### src/rtl/mul_seq_pkg.sv
// mul_seq_pkg
// Shared definitions for the multiplier command sequencer and the multiplier
// datapath: op-code constants, FSM state encoding and a helper that maps a
// command index onto the op-code it issues.
package mul_seq_pkg;

    localparam logic [1:0] OP_CLEAR  = 2'b00;
    localparam logic [1:0] OP_LOAD_A = 2'b01;
    localparam logic [1:0] OP_LOAD_B = 2'b10;
    localparam logic [1:0] OP_STEP   = 2'b11;

    typedef enum logic [1:0] {
        S_IDLE  = 2'd0,
        S_ISSUE = 2'd1,
        S_WAIT  = 2'd2,
        S_RESP  = 2'd3
    } state_t;

    // Command index 0 clears, 1/2 load the operands, everything after is a STEP.
    function automatic logic [1:0] op_for_idx(input int unsigned idx);
        case (idx)
            0:       return OP_CLEAR;
            1:       return OP_LOAD_A;
            2:       return OP_LOAD_B;
            default: return OP_STEP;
        endcase
    endfunction

endpackage

### src/rtl/mul_seq_watchdog.sv
// mul_seq_watchdog
// Counts cycles spent waiting on one multiplier command.
// Ports:
//   clk, reset  clock / synchronous active-high reset
//   load        restart the count (asserted while a command is being issued)
//   enable      count this cycle (asserted while waiting for mul_done)
//   expired     combinational: this is the TIMEOUT-th waiting cycle
module mul_seq_watchdog #(
    parameter int TIMEOUT = 16
) (
    input  logic clk,
    input  logic reset,
    input  logic load,
    input  logic enable,
    output logic expired
);
    localparam int CW = $clog2(TIMEOUT + 1);

    logic [CW-1:0] cnt;

    // cnt holds the number of waiting cycles already completed, so the
    // TIMEOUT-th waiting cycle is the one that sees cnt == TIMEOUT-1.
    assign expired = enable && (cnt == CW'(TIMEOUT - 1));

    always_ff @(posedge clk) begin
        if (reset || load) begin
            cnt <= '0;
        end else if (enable && !expired) begin
            cnt <= cnt + 1'b1;
        end
    end

endmodule

### src/rtl/mul_cmd_sequencer.sv
// mul_cmd_sequencer
// Feeds the 8x8 shift-add multiplier its full command sequence for one
// operand pair (CLEAR, LOAD_A, LOAD_B, N_STEPS x STEP) and returns the
// 16-bit product over a valid/ready response interface.
// Ports:
//   clk, reset                 clock / synchronous active-high reset
//   req_valid/req_ready        operand request handshake, req_a/req_b operands
//   resp_valid/resp_ready      product handshake, resp_prod/resp_err payload
//   mul_s/mul_op/mul_in        command start pulse, op-code, operand
//   mul_done/mul_out           multiplier completion and accumulator
// Build option: MUL_SEQ_TIMEOUT_EN adds a per-command watchdog; a command that
// sees no mul_done within TIMEOUT waiting cycles aborts with resp_err=1 and
// resp_prod=0. Without it resp_err is always 0 and WAIT never gives up.
module mul_cmd_sequencer
    import mul_seq_pkg::*;
#(
    parameter int N_STEPS = 8,
    parameter int TIMEOUT = 16
) (
    input  logic        clk,
    input  logic        reset,
    input  logic        req_valid,
    output logic        req_ready,
    input  logic [7:0]  req_a,
    input  logic [7:0]  req_b,
    output logic        resp_valid,
    input  logic        resp_ready,
    output logic [15:0] resp_prod,
    output logic        resp_err,
    output logic        mul_s,
    output logic [1:0]  mul_op,
    output logic [7:0]  mul_in,
    input  logic        mul_done,
    input  logic [15:0] mul_out
);
    localparam int CMD_W = $clog2(N_STEPS + 3);
    localparam logic [CMD_W-1:0] LAST_IDX = CMD_W'(N_STEPS + 2);

    state_t           state;
    logic [CMD_W-1:0] cmd_idx;
    logic [7:0]       a_reg;
    logic [7:0]       b_reg;
    logic             wait_first;
    logic             wd_expired;

    // Command that follows the current one; only meaningful below LAST_IDX.
    logic [CMD_W-1:0] nxt_idx;
    logic [1:0]       nxt_op;
    logic [7:0]       nxt_in;

    always_comb begin
        nxt_idx = cmd_idx + 1'b1;
        nxt_op  = op_for_idx(int'(nxt_idx));
        nxt_in  = 8'd0;
        if (nxt_op == OP_LOAD_A) nxt_in = a_reg;
        if (nxt_op == OP_LOAD_B) nxt_in = b_reg;
    end

`ifdef MUL_SEQ_TIMEOUT_EN
    mul_seq_watchdog #(.TIMEOUT(TIMEOUT)) u_watchdog (
        .clk     (clk),
        .reset   (reset),
        .load    (state == S_ISSUE),
        .enable  (state == S_WAIT),
        .expired (wd_expired)
    );
`else
    assign wd_expired = 1'b0;
`endif

    always_ff @(posedge clk) begin
        if (reset) begin
            state      <= S_IDLE;
            cmd_idx    <= '0;
            a_reg      <= '0;
            b_reg      <= '0;
            wait_first <= 1'b0;
            req_ready  <= 1'b1;
            resp_valid <= 1'b0;
            resp_prod  <= '0;
            resp_err   <= 1'b0;
            mul_s      <= 1'b0;
            mul_op     <= OP_CLEAR;
            mul_in     <= '0;
        end else begin
            case (state)
                S_IDLE: begin
                    if (req_valid && req_ready) begin
                        a_reg     <= req_a;
                        b_reg     <= req_b;
                        cmd_idx   <= '0;
                        req_ready <= 1'b0;
                        // Outputs are registered, so the first command is
                        // launched on the transition into ISSUE.
                        mul_s     <= 1'b1;
                        mul_op    <= OP_CLEAR;
                        mul_in    <= '0;
                        state     <= S_ISSUE;
                    end
                end
                S_ISSUE: begin
                    mul_s      <= 1'b0;
                    wait_first <= 1'b1;
                    state      <= S_WAIT;
                end
                S_WAIT: begin
                    wait_first <= 1'b0;
                    // A done still high from the previous command is
                    // visible in the first WAIT cycle, so it is skipped.
                    if (!wait_first && mul_done) begin
                        if (cmd_idx == LAST_IDX) begin
                            resp_prod  <= mul_out;
                            resp_valid <= 1'b1;
                            state      <= S_RESP;
                        end else begin
                            cmd_idx <= nxt_idx;
                            mul_s   <= 1'b1;
                            mul_op  <= nxt_op;
                            mul_in  <= nxt_in;
                            state   <= S_ISSUE;
                        end
                    end else if (wd_expired) begin
                        resp_prod  <= '0;
                        resp_err   <= 1'b1;
                        resp_valid <= 1'b1;
                        state      <= S_RESP;
                    end
                end
                S_RESP: begin
                    if (resp_ready) begin
                        resp_valid <= 1'b0;
                        resp_err   <= 1'b0;
                        req_ready  <= 1'b1;
                        state      <= S_IDLE;
                    end
                end
                default: state <= S_IDLE;
            endcase
        end
    end

endmodule

### config.mk
export PLATFORM = sky130hd
export DESIGN_NAME = mul_cmd_sequencer
export DESIGN_NICKNAME = d
export VERILOG_FILES = /design/src/rtl/mul_seq_pkg.sv /design/src/rtl/mul_seq_watchdog.sv /design/src/rtl/mul_cmd_sequencer.sv
export SDC_FILE = /design/constraint.sdc
export NUM_CORES = 1
export LEC_CHECK = 0
export ABC_AREA = 0
export ABC_CLOCK_PERIOD_IN_PS = 2990
export CORE_MARGIN = 2
export CORE_UTILIZATION = 51
export CTS_CLUSTER_DIAMETER = 200
export DETAILED_ROUTE_END_ITERATION = 10
export PLACE_DENSITY = 0.85
export SLEW_MARGIN = 20
export SYNTH_ARGS = -nofsm -noshare
export SYNTH_HDL_FRONTEND = slang
export SYNTH_SLANG_ARGS = --single-unit
### constraint.sdc
create_clock -name clk -period 2.99 [get_ports clk]
set_input_delay 0.299 -clock clk [delete_from_list [all_inputs] [get_ports clk]]
set_output_delay 0.299 -clock clk [all_outputs]
set_load 0.01 [all_outputs]
==> flow_metrics.tcl <==
set metrics [dict create \
    path_cells "inv_1 -> ha_1 -> nand4b_1 -> nor2_2 -> o21ai_0 -> a31oi_1" \
    cp-end-kind "flip-flop" \
    setup_ws_ns 0.5578 \
    ir_drop_mv 0.2900 \
    ys.flop_type "dfxtp_1" \
    wire_per_inst_microns 14.13 \
    yosys-top-cells-area "dfxtp_1 45%, nand2_1 11%, a21oi_1 8.7%" \
    synth.avg_cell_area_sq_um 8.763 \
    path_class "flip-flop to flip-flop" \
    yosysSeqAreaShare_pct 45.17 \
    cts_max_level 2 \
    initial_core_util_pct 52.93 \
    setup_viol 0 \
    grt_max_degree 44 \
    drv_slew 0 \
    cts_resized 0 \
    finalCoreUtilization_pct 69.77 \
    syn_to_final_growth_pct 31.81 \
    drc 0 \
    crit_fanout 17 \
    synthArstFlopShare_pct 0 \
    crit_path_top_delay_cell "ha_1" \
    cts_tree "yes" \
    syn_inst 263 \
    grt_antenna_before_repair 0 \
    synth_nets 310 \
    period_share_pct 81.35 \
    powerDensity_nw_per_um2 623.1 \
    max_freq_mhz 411.1 \
    ctsLongestPathBuffers 2 \
    antennaDiodeCount 0 \
    ys_seq_elements 52 \
    largest_reg_flops 16 \
    nets 367 \
    gp_congestion 0.8193 \
    clock-sinks 52 \
    yosysTopAreaCell "dfxtp_1" \
    worstHoldPathType "flip-flop to flip-flop" \
    finalInstanceArea_sq_um 3038 \
    die-height_microns 71.23 \
    cts-root-buf "clkbuf_8" \
    portBuffers 65 \
    worst_pin_slew_ns 0.6958 \
    overflow 0 \
    drt_pass1_iterations 4 \
    dp_hpwl_microns 3683 \
    die_x_microns 71.23 \
    slowest_delay_ns 0.62 \
    yosysWarningCount 0 \
    pin_count 67 \
    numCtsBuffers 5 \
    post_cts_buffers 0 \
    status "finished clean" \
    avgViaCountPerCell 5.668 \
    dieArea_sq_um 5073 \
    ys_types 45 \
    grt_pass1_vias 1966 \
    coreArea_sq_um 4354 \
    max_flop_register "resp_prod" \
    grtUsageTotal_pct 21.87 \
    cp.required_ns 3.23 \
    rsz0062_at_grt "false" \
    totalNegativeSetupSlack_ns 0 \
    clock_latency_ns 0.32 \
    ant_nets 0 \
    whs_ns 0.4578 \
    drt_wl_total_microns 5271 \
    p_leak_nw 1.083 \
    drtIter0Drc 132 \
    place_ws_ns 0.5953 \
    slew-limit-headroom_pct 53.61 \
    final_common_cell "nand2_1" \
    finClkSkew_ns 0.01822 \
    vias 2114 \
    path_clk_slew_ns 0.09 \
    synth_edf_count 0 \
    cp.arrival_ns 2.67 \
    post_dp_cell_area_sq_um 2948 \
    netlist_area_sq_um 2305 \
    final_cell_mix "69 x nand2_1, 65 x clkdlybuf4s50_1, 52 x dfxtp_1, 40 x a21oi_1, 10 x ha_1" \
    drive_gt1_share_pct 7.165 \
    hold_buffers 0 \
    hold_violations 0 \
    start_kind "flip-flop" \
    synth_top_area_share_pct 45.17 \
    grt_pass1_wl_microns 8956 \
    cap_violations 0 \
    min_period_ns 2.432 \
    rows 24 \
]
==> worst max-delay path: cells and delay by family (launching register included) <==
family                     cells  cell delay, ns
AOI/OAI and AO/OA              2            0.37
adders and majority gates      1            0.62
buffers and inverters          1            0.12
DFF                            1            0.36
and+or+nand+nor                2            0.90
==> synth_stat cells (2+ instances only) <==
master / count
ha_1: 10
o21bai_1: 2
nor2_1: 8
nand2_1: 69
nand3_1: 3
dfxtp_1: 52
clkbuf_1: 6
a211oi_1: 2
nand4b_1: 2
o21ai_0: 2
inv_1: 7
buf_1: 2
a21oi_1: 40
a22o_1: 8
or4_1: 2
nand2b_4: 2
buf_4: 4
buf_2: 4
a311oi_1: 2
nor2b_1: 3
a32o_1: 9
==> logic make-up after synthesis <==
group                      Yosys count  share of synthesized area (%)
DFF                                 52                          45.17
and+or+nand+nor                     96                          18.95
AOI/OAI and AO/OA                   80                          25.52
buffers and inverters               24                          4.778
adders and majority gates           10                          5.429
other                                1                         0.1627
==> routing by layer <==
metal | GRT usage, % | up-vias | wire length (microns)
met4 | 7.757 | 0 | 101
met2 | 34.16 | 73 | 2459
met1 | 28.43 | 998 | 2286
met5 | 0 | - | 0
li1 | - | 1032 | -
met3 | 7.314 | 11 | 424
==> power breakdown <==
group          switching [mW]  total [mW]  internal (mW)
registers              0.0619       0.832          0.770
clock network           0.246       0.413          0.167
logic                   0.372       0.648          0.276
==> final timing paths <==
check | start | endpoint | slack, ns | cells after the start
worst min register to register | resp_prod[4] | resp_prod[4] | 0.46 | 2
worst max register to register | state[0] | resp_valid | 0.56 | 6
worst max-delay path | state[0] | resp_valid | 0.56 | 6
worst min-delay path | resp_prod[4] | resp_prod[4] | 0.46 | 2
==> cell type report <==
type / count / area (sq um)
multi-input cells: 187 / 1154
fillers: 341 / 1316
flip-flops and latches: 52 / 1041
clock inverters: 3 / 21.27
inverters: 8 / 30.03
well taps: 52 / 65.06
repair buffers: 66 / 658.1
clock buffers: 5 / 68.82
==> through the flow <==
stage                     total power [mW]  instances
after global routing                 2.002        373
after floorplan                      1.312        263
after global placement               1.464        365
after detailed placement             1.485        365
final                                1.893        373
after CTS                            1.886        373
(Power assumes the default switching activity.)
